### config.mk
export PLATFORM = sky130hd
export DESIGN_NAME = cipher_cfg_sequencer
export DESIGN_NICKNAME = d
export VERILOG_FILES = /design/src/rtl/cipher_pkg.sv /design/src/rtl/piso_sipo_shifter.sv /design/src/rtl/cipher_cfg_sequencer.sv
export SDC_FILE = /design/constraint.sdc
export NUM_CORES = 1
export LEC_CHECK = 0
export CAP_MARGIN = 20
export CORE_UTILIZATION = 56
export DETAILED_ROUTE_END_ITERATION = 8
export PLACE_DENSITY_LB_ADDON = 0.05
export SLEW_MARGIN = 5
export SYNTH_ARGS = -nofsm -noshare
export SYNTH_HDL_FRONTEND = slang
export SYNTH_SLANG_ARGS = --single-unit
export TNS_END_PERCENT = 10
### constraint.sdc
create_clock -name clk -period 4.15 [get_ports clk]
set_input_delay 0.83 -clock clk [delete_from_list [all_inputs] [get_ports clk]]
set_output_delay 0.83 -clock clk [all_outputs]
set_load 0.01 [all_outputs]
### src/rtl/cipher_pkg.sv
`default_nettype none
// ============================================================================
// Module      : cipher_pkg
// Description : Shared types and configuration-word layout helpers for the
//               dual_xor_stream_cipher configuration sequencer.
// Revision    : 1.0 - initial release
// ============================================================================
package cipher_pkg;

    // Sequencer states with a fixed 2-bit encoding
    typedef enum logic [1:0] {
        IDLE   = 2'd0,
        SHIFT  = 2'd1,
        SETTLE = 2'd2,
        ACTIVE = 2'd3
    } seq_state_t;

    // Length of the cipher's serial configuration chain for an M-bit LFSR pair
    function automatic int cfg_w(input int m);
        return 4 * m + 2;
    endfunction

    // Single-bit control fields sit at the top of the configuration word
    function automatic int a_mux_bit(input int m);
        return cfg_w(m) - 1;
    endfunction

    function automatic int d_en_bit(input int m);
        return cfg_w(m) - 2;
    endfunction

    // LSB offsets of the four M-bit slices: tx taps, tx state, rx taps, rx state
    function automatic int tx_tap_lo(input int m);
        return 0;
    endfunction

    function automatic int tx_state_lo(input int m);
        return m;
    endfunction

    function automatic int rx_tap_lo(input int m);
        return 2 * m;
    endfunction

    function automatic int rx_state_lo(input int m);
        return 3 * m;
    endfunction

endpackage : cipher_pkg
`default_nettype wire

### src/rtl/piso_sipo_shifter.sv
`default_nettype none
// ============================================================================
// Module      : piso_sipo_shifter
// Description : Paired load/shift registers. The outgoing register serialises
//               a parallel word LSB-first; the incoming register collects the
//               serial return stream at its MSB so the first bit ends at bit 0.
// Revision    : 1.0 - initial release
// ============================================================================
module piso_sipo_shifter #(
    parameter int W = 18
) (
    input  logic         clk,
    input  logic         rst,
    input  logic         load,
    input  logic         shift,
    input  logic [W-1:0] load_word,
    input  logic         ser_in,
    output logic         ser_out,
    output logic [W-1:0] rb_next
);

    logic [W-1:0] r_sr;
    logic [W-1:0] r_rb_sr;

    // Load discards any stale readback; shift moves both registers one place right
    always_ff @(posedge clk) begin
        if (rst) begin
            r_sr    <= '0;
            r_rb_sr <= '0;
        end else if (load) begin
            r_sr    <= load_word;
            r_rb_sr <= '0;
        end else if (shift) begin
            r_sr    <= {1'b0, r_sr[W-1:1]};
            r_rb_sr <= rb_next;
        end
    end

    assign ser_out = r_sr[0];
    // Readback value after the current bit is absorbed, so the last bit can be
    // captured on the same edge it arrives
    assign rb_next = {ser_in, r_rb_sr[W-1:1]};

endmodule : piso_sipo_shifter
`default_nettype wire

### src/rtl/cipher_cfg_sequencer.sv
`default_nettype none
// ============================================================================
// Module      : cipher_cfg_sequencer
// Description : Streams a parallel configuration word into the cipher's serial
//               configuration port, captures the displaced configuration as a
//               readback word and gates the keystream enables from run bits.
// Revision    : 1.0 - initial release
// ============================================================================
module cipher_cfg_sequencer
    import cipher_pkg::*;
#(
    parameter int M          = 32,
    parameter int SETTLE_CYC = 2
) (
    input  logic                  clk,
    input  logic                  rst,
    input  logic [4*M+1:0]        cfg_word,
    input  logic                  cfg_valid,
    output logic                  cfg_ready,
    input  logic                  run_tx,
    input  logic                  run_rx,
    output logic                  cfg_en,
    output logic                  cfg_i,
    input  logic                  cfg_o,
    output logic                  tx_en,
    output logic                  rx_en,
    output logic [4*M+1:0]        rb_word,
    output logic                  rb_valid,
    output logic                  configured,
    output logic                  busy
);

    localparam int CFG_W = cfg_w(M);
    localparam int CNT_W = $clog2(CFG_W);
    localparam int SET_W = 4;
    localparam logic [CNT_W-1:0] C_LAST_BIT   = CNT_W'(CFG_W - 1);
    localparam logic [SET_W-1:0] C_LAST_SETTLE = SET_W'(SETTLE_CYC - 1);

    seq_state_t       r_state;
    seq_state_t       w_state_next;
    logic [CNT_W-1:0] r_bit_cnt;
    logic [SET_W-1:0] r_set_cnt;
    logic             w_load;
    logic             w_shift;
    logic             w_last_bit;
    logic             w_sr0;
    logic [CFG_W-1:0] w_rb_next;
    logic             r_tx_en;
    logic             r_rx_en;
    logic [CFG_W-1:0] r_rb_word;
    logic             r_rb_valid;
    logic             r_configured;

    assign w_last_bit = (r_bit_cnt == C_LAST_BIT);

    // State register
    always_ff @(posedge clk) begin
        if (rst) begin
            r_state <= IDLE;
        end else begin
            r_state <= w_state_next;
        end
    end

    // Next-state decode plus load/shift strobes for the shifter pair
    always_comb begin
        w_state_next = r_state;
        w_load       = 1'b0;
        w_shift      = 1'b0;
        case (r_state)
            IDLE, ACTIVE: begin
                if (cfg_valid) begin
                    w_state_next = SHIFT;
                    w_load       = 1'b1;
                end
            end
            SHIFT: begin
                w_shift = 1'b1;
                if (w_last_bit) begin
                    w_state_next = SETTLE;
                end
            end
            SETTLE: begin
                if (r_set_cnt == C_LAST_SETTLE) begin
                    w_state_next = ACTIVE;
                end
            end
            default: w_state_next = IDLE;
        endcase
    end

    // Bit and settle counters clear whenever their state is not active
    always_ff @(posedge clk) begin
        if (rst) begin
            r_bit_cnt <= '0;
            r_set_cnt <= '0;
        end else begin
            r_bit_cnt <= (r_state == SHIFT)  ? r_bit_cnt + 1'b1 : '0;
            r_set_cnt <= (r_state == SETTLE) ? r_set_cnt + 1'b1 : '0;
        end
    end

    // Enables follow the run bits one cycle late and drop on the edge that
    // starts a new shift
    always_ff @(posedge clk) begin
        if (rst) begin
            r_tx_en <= 1'b0;
            r_rx_en <= 1'b0;
        end else begin
            r_tx_en <= (w_state_next == ACTIVE) & run_tx;
            r_rx_en <= (w_state_next == ACTIVE) & run_rx;
        end
    end

    // Readback capture on the edge that absorbs the final bit
    always_ff @(posedge clk) begin
        if (rst) begin
            r_rb_word    <= '0;
            r_rb_valid   <= 1'b0;
            r_configured <= 1'b0;
        end else begin
            r_rb_valid <= (r_state == SHIFT) & w_last_bit;
            if ((r_state == SHIFT) && w_last_bit) begin
                r_rb_word    <= w_rb_next;
                r_configured <= 1'b1;
            end
        end
    end

    piso_sipo_shifter #(
        .W (CFG_W)
    ) u_shifter (
        .clk       (clk),
        .rst       (rst),
        .load      (w_load),
        .shift     (w_shift),
        .load_word (cfg_word),
        .ser_in    (cfg_o),
        .ser_out   (w_sr0),
        .rb_next   (w_rb_next)
    );

    assign cfg_en     = (r_state == SHIFT);
    assign cfg_i      = (r_state == SHIFT) & w_sr0;
    assign cfg_ready  = (r_state == IDLE) | (r_state == ACTIVE);
    assign busy       = (r_state == SHIFT) | (r_state == SETTLE);
    assign tx_en      = r_tx_en;
    assign rx_en      = r_rx_en;
    assign rb_word    = r_rb_word;
    assign rb_valid   = r_rb_valid;
    assign configured = r_configured;

endmodule : cipher_cfg_sequencer
`default_nettype wire

-- Word level (Yosys, flattened, before mapping)
Index checks and enable logic that the tools add are counted.
- output and inout bits: 138
- register bits after elaboration: 408
- input port bits: 136
- word-level logic and storage cells: 42
- equal/unequal tests: 6
- add/subtract/negate cells: 2
- bitwise operators: 8
- reductions and logical operators: 7
- multiplexer cells: 9
- operators with widths (kind ; number):
    $mux 130 ; 2
    $add 8x1->8 const B ; 1
    $eq 8x8->1 const B ; 1
    $reduce_or 2->1 ; 4
    $eq 2x2->1 const B ; 3
    $mux 2 ; 3
    $pmux 2 s3 ; 1
    $add 4x1->4 const B ; 1
    $and 1x1->1 ; 4
    $eq 4x1->1 const B ; 1
    $mux 1 ; 3
    $eq 2x1->1 const B ; 1
    $logic_not 2->1 ; 1
    $not 1->1 ; 2
    $or 1x1->1 ; 2
    $reduce_bool 2->1 ; 1
    $logic_and 1x1->1 ; 1

-- Longest topological paths before layout
- depth after elaboration: 5
- mapped depth: 9
- gate-level depth less buffers: 6

-- Hierarchy
Synthesis repeated with hierarchy kept, for this count alone.
- cells, all modules: 1645
- area, all modules: 15812.7 sq um
- modules (own cells, without submodules) (module ; cells an instance ; seq. area each (sq um) ; area an instance (sq um) ; times used):
    piso_sipo_shifter ; 996 ; 5185.0 ; 10555.1 ; 1
    cipher_cfg_sequencer ; 649 ; 2962.8 ; 5257.5 ; 1

-- Worst setup path before layout
No wires, ideal clock.
- path kind: register to output
- start point: register r_state[0]
- end point: output cfg_i
- data required time: 3320 ps
- slack: 1709 ps
- arrival time: 1611 ps
- stages on the path, launching flop included: 7
- path through: dfxtp_1 -> ha_1 -> clkbuf_1 -> buf_2 -> clkbuf_1 -> buf_2 -> and2_1
- cells in the longest elaborated chain, start to end: 2
- RTL lines (what ; line ; source):
    start: declaration ; cipher_cfg_sequencer.sv:39 ; seq_state_t r_state;
    start signal: assignment ; cipher_cfg_sequencer.sv:61 ; r_state <= w_state_next;
    $eq 2x1->1 ; n/a ;
    via cfg_en ; cipher_cfg_sequencer.sv:22 ; output logic cfg_en,
    $and 1x1->1 ; cipher_cfg_sequencer.sv:144 ; assign cfg_i = (r_state == SHIFT) & w_sr0;
    end: declaration ; cipher_cfg_sequencer.sv:23 ; output logic cfg_i,
The timed path passes the listed nets, and every way through them passes these cells.

-- Worst setup path in the final report
- start point: register r_state[0]
- end point: output cfg_i
- cells in the longest elaborated chain, start to end: 2
- RTL lines (what ; line):
    $eq 2x1->1 ; cipher_cfg_sequencer.sv:144
    $and 1x1->1 ; cipher_cfg_sequencer.sv:144
No other way between the ends.

==> summary.md <==
| Metric | Value |
|---|---|
| Overall overflow remaining after global route | 0 |
| Area fraction of the dominant cell type after synthesis | 54.85% |
| Clock transition at the register clock pins on the worst setup and hold paths after CTS | approximately 0.060 ns |
| Terminus of the critical flop-to-flop path | u_shifter.r_sr[25] |
| Post-Syn Nets | 1557 |
| DRC violations left | 0 |
| Max-cap violations | 0 |
| EDFF count, synth | 0 |
| Slew margin rel. | 31.74% |
| Fin crit period | between 3 and 4 ns |
| Reg2reg start | r_state[0] |
| Setup violation total in the final timing report | 0 |
| Total number of yosys warnings | 0 |
| Worst setup slack after layout | between 1 and 1.5 ns |
| Router iterations before antenna repair | 4 |
| Number of gates resized after CTS | 0 |
| Clk sinks | a little over 400 |
| CP Data Required Time | 3.32 ns |
| Fraction of layout instances using a drive strength above 1 | approximately 4.8% |
| FF/Latch Area | 8148 um2 |
| Critical Path Sink Type | output port |
| Slowest Stage Delay on Critical Path | 0.58 ns |
| Hold Fails Final Rpt | 0 |
| Sequential share of the synthesized area | 54.85% |
| Final Cycle Share | between 70% and 80% |
| Post-detailed-routing wire length | around 30 mm |
| Endpoint of the worst setup timing path | cfg_i |
| Violation count after the first detailed-routing iteration | 697 |
| Critical path arrival | 2.26 ns |
| Top cells by instance count after synthesis | dfxtp_1 (407), nor2_1 (274), mux2i_1 (258) |
| Synthesized area divided by synthesized cell count | 10.50 um2 |
| Power density over the cells | between 500 and 600 nW/um2 |
| Starting Density | about 57% |
| Via count of the first global-routing pass | 9817 |
| Outcome | finished, final reports clean |
| Clock latency on the worst-skew pair | 0.52 ns |
| Cell at the root of the clock tree | clkbuf_16 |
| Final-layout setup total negative slack | 0 ns |
| Buffers from clock root to sink, at most | 3 |
| Proportion of register bits with asynchronous set or reset after synthesis | 0% |
| Synthesized instance count | 1415 |
| H-tree levels | 2 |
| Post-DRT Antenna Nets | 0 |
| Slowest cell on the critical path | clkdlybuf4s50_1 |
| Count of hold buffers inserted by post-cts repair | 0 |
| Cell Rows | 59 |
| Top fanout value on the critical path | 28 |
| Placeable core region | 26060 um2 |
| Fin. max-slew vios | 0 |
| Tightest Pin Transition | around 1 ns |
| Synthesis-to-layout area growth | 28.26% |
| Synth Flop Type | dfxtp_1 |
| Via count of the routed design | around 11000 |
| CTS tree | built |
| Maximum number of pins on one net before global-route repair | approximately 240 |
| Area of the multi-input gates | 6188 um2 |
| Boundary Pins | 274 |
| R2r worst-path depth | 6 |
| Flops & latches, synth | 407 |
| IR Drop Worst-Case VDD | 0.4257 mV |
| Total die area | 27180 um2 |
| Startpoint kind of the worst setup timing path | flip-flop |
| First-pass GRT wire length | just under 50 mm |
| Setup Buffers After CTS | 0 |
| Wire length per cell after detailed routing | 15.27 um |
| Total standard cell area after synthesis | 14860 um2 |
| Synth unique cells | 32 |
| Inserted Clock Buffers | 40 |
| Origin of the worst setup path | r_state[0] |
| Setup repair after global routing missed its margin | no |
| Number of fill cells | 1943 |
| Number of nets in the final layout | 1764 |
| Die Span X | 164.9 um |
| Min-delay worst type | flip-flop to flip-flop |
| Static leakage power | 6.981 nW |
| Number of antenna violations at the first check in global routing | 0 |
| Count leader, synth | dfxtp_1 |
| Synth area leader | dfxtp_1 |
| Die Ht | 164.9 um |
| Top cells by area, synth | dfxtp_1 (55%), mux2i_1 (17%), nor2_1 (6.9%) |
| Slack of the worst reg-to-reg path | about 1.6 ns |
| Cells along the critical path | ha_4 -> and2_1 -> clkdlybuf4s50_1 |
| Detailed placement HPWL | 18.53 mm |
| Average vias per placed instance | 5.318 |
| Worst Skew | around 0.013 ns |
| Setup Slack @ Placement | 1.206 ns |
| Final weighted congestion in routability-driven placement | 0.7689 |
| Port Buffers | 273 |
| Category of the most critical setup path | flip-flop to output port |
| Fmax achieved | around 320 MHz |
| Overall track demand over capacity in global routing | around 22% |
registers in the layout, summed over array words and instances (netlist names):
signal	count
r_state	2
tx_en	1
rx_en	1
configured	1
u_shifter.r_sr	130
rb_valid	1
r_bit_cnt	8
r_set_cnt	4
rb_word	130
u_shifter.r_rb_sr	129
area by class of cell:
class	count	area share [%]
antenna	1	0.01313
clock buffer	65	6.488
clock inverter	8	0.6436
inverter	9	0.1773
multi-input combinational	879	32.48
sequential	407	42.76
tap	335	2.200
timing repair buffer	285	15.24
metrics by stage:
stage               instances  hold slack, ns  utilization (%)  total power, mW  cell area [um2]
global route             1988          0.4662            73.11            11.41            19050
floorplan                1415          0.4295                -            6.718            14860
CTS                      1987          0.4535            73.03            10.96            19030
detailed placement       1914          0.4451            67.82            7.276            17670
finish                   1989          0.4497            73.12            10.89            19050
global placement         1913          0.4398            67.71            7.219            17640
worst min path at each step:
stage                 start            to  slack [ns]  cells after the start
4_1_cts         rb_word[99]   rb_word[99]        0.45                      2
6_report       rb_word[106]  rb_word[106]        0.45                      2
2_1_floorplan  r_bit_cnt[0]  r_bit_cnt[0]        0.43                      1
3_5_place_dp    rb_word[99]   rb_word[99]        0.45                      2
5_1_grt        rb_word[104]  rb_word[104]        0.47                      2
3_3_place_gp    rb_word[98]   rb_word[98]        0.44                      2
routing by layer:
metal	track usage, %	vias to the layer above	wire, um
met5	0	-	0
met2	33.94	230	13720
li1	-	5423	-
met3	5.450	43	1868
met1	29.56	4882	14200
met4	6.047	0	586
power by group:
group          switching (mW)  leakage, nW  internal, mW
Combinational            1.31         3.00          1.14
Clock                    1.45        0.669          2.22
Sequential              0.295         3.31          4.46
Total                    3.06         6.98          7.83
critical path: cells and delay by family (launching register included):
family	cells	cell delay [ns]
flops	1	0.46
simple gates	1	0.21
buf+inv	1	0.58
fa+ha+maj	1	0.49
cells by family after synthesis:
| family | Yosys count | share of synthesized area [%] |
|---|---|---|
| flops | 407 | 54.85 |
| xor+xnor | 8 | 0.4717 |
| compound gates | 268 | 14.03 |
| buf+inv | 129 | 3.731 |
| mux | 258 | 17.38 |
| simple gates | 339 | 9.029 |
| fa+ha+maj | 6 | 0.5053 |
layout by cell type, fill, tap and decap left out, types with 7 or more instances in the layout:
cell	netlist	routed
a22o_1	109	109
a21oi_1	23	23
inv_1	9	9
buf_4	0	7
a211oi_1	129	129
clkbuf_1	72	12
nand3_1	7	7
clkbuf_8	0	12
nor2_1	274	273
dfxtp_1	407	407
mux2i_1	258	258
clkbuf_16	0	41
nand2_1	44	43
clkdlybuf4s50_1	0	272
Power figures use the tool's default switching activity.
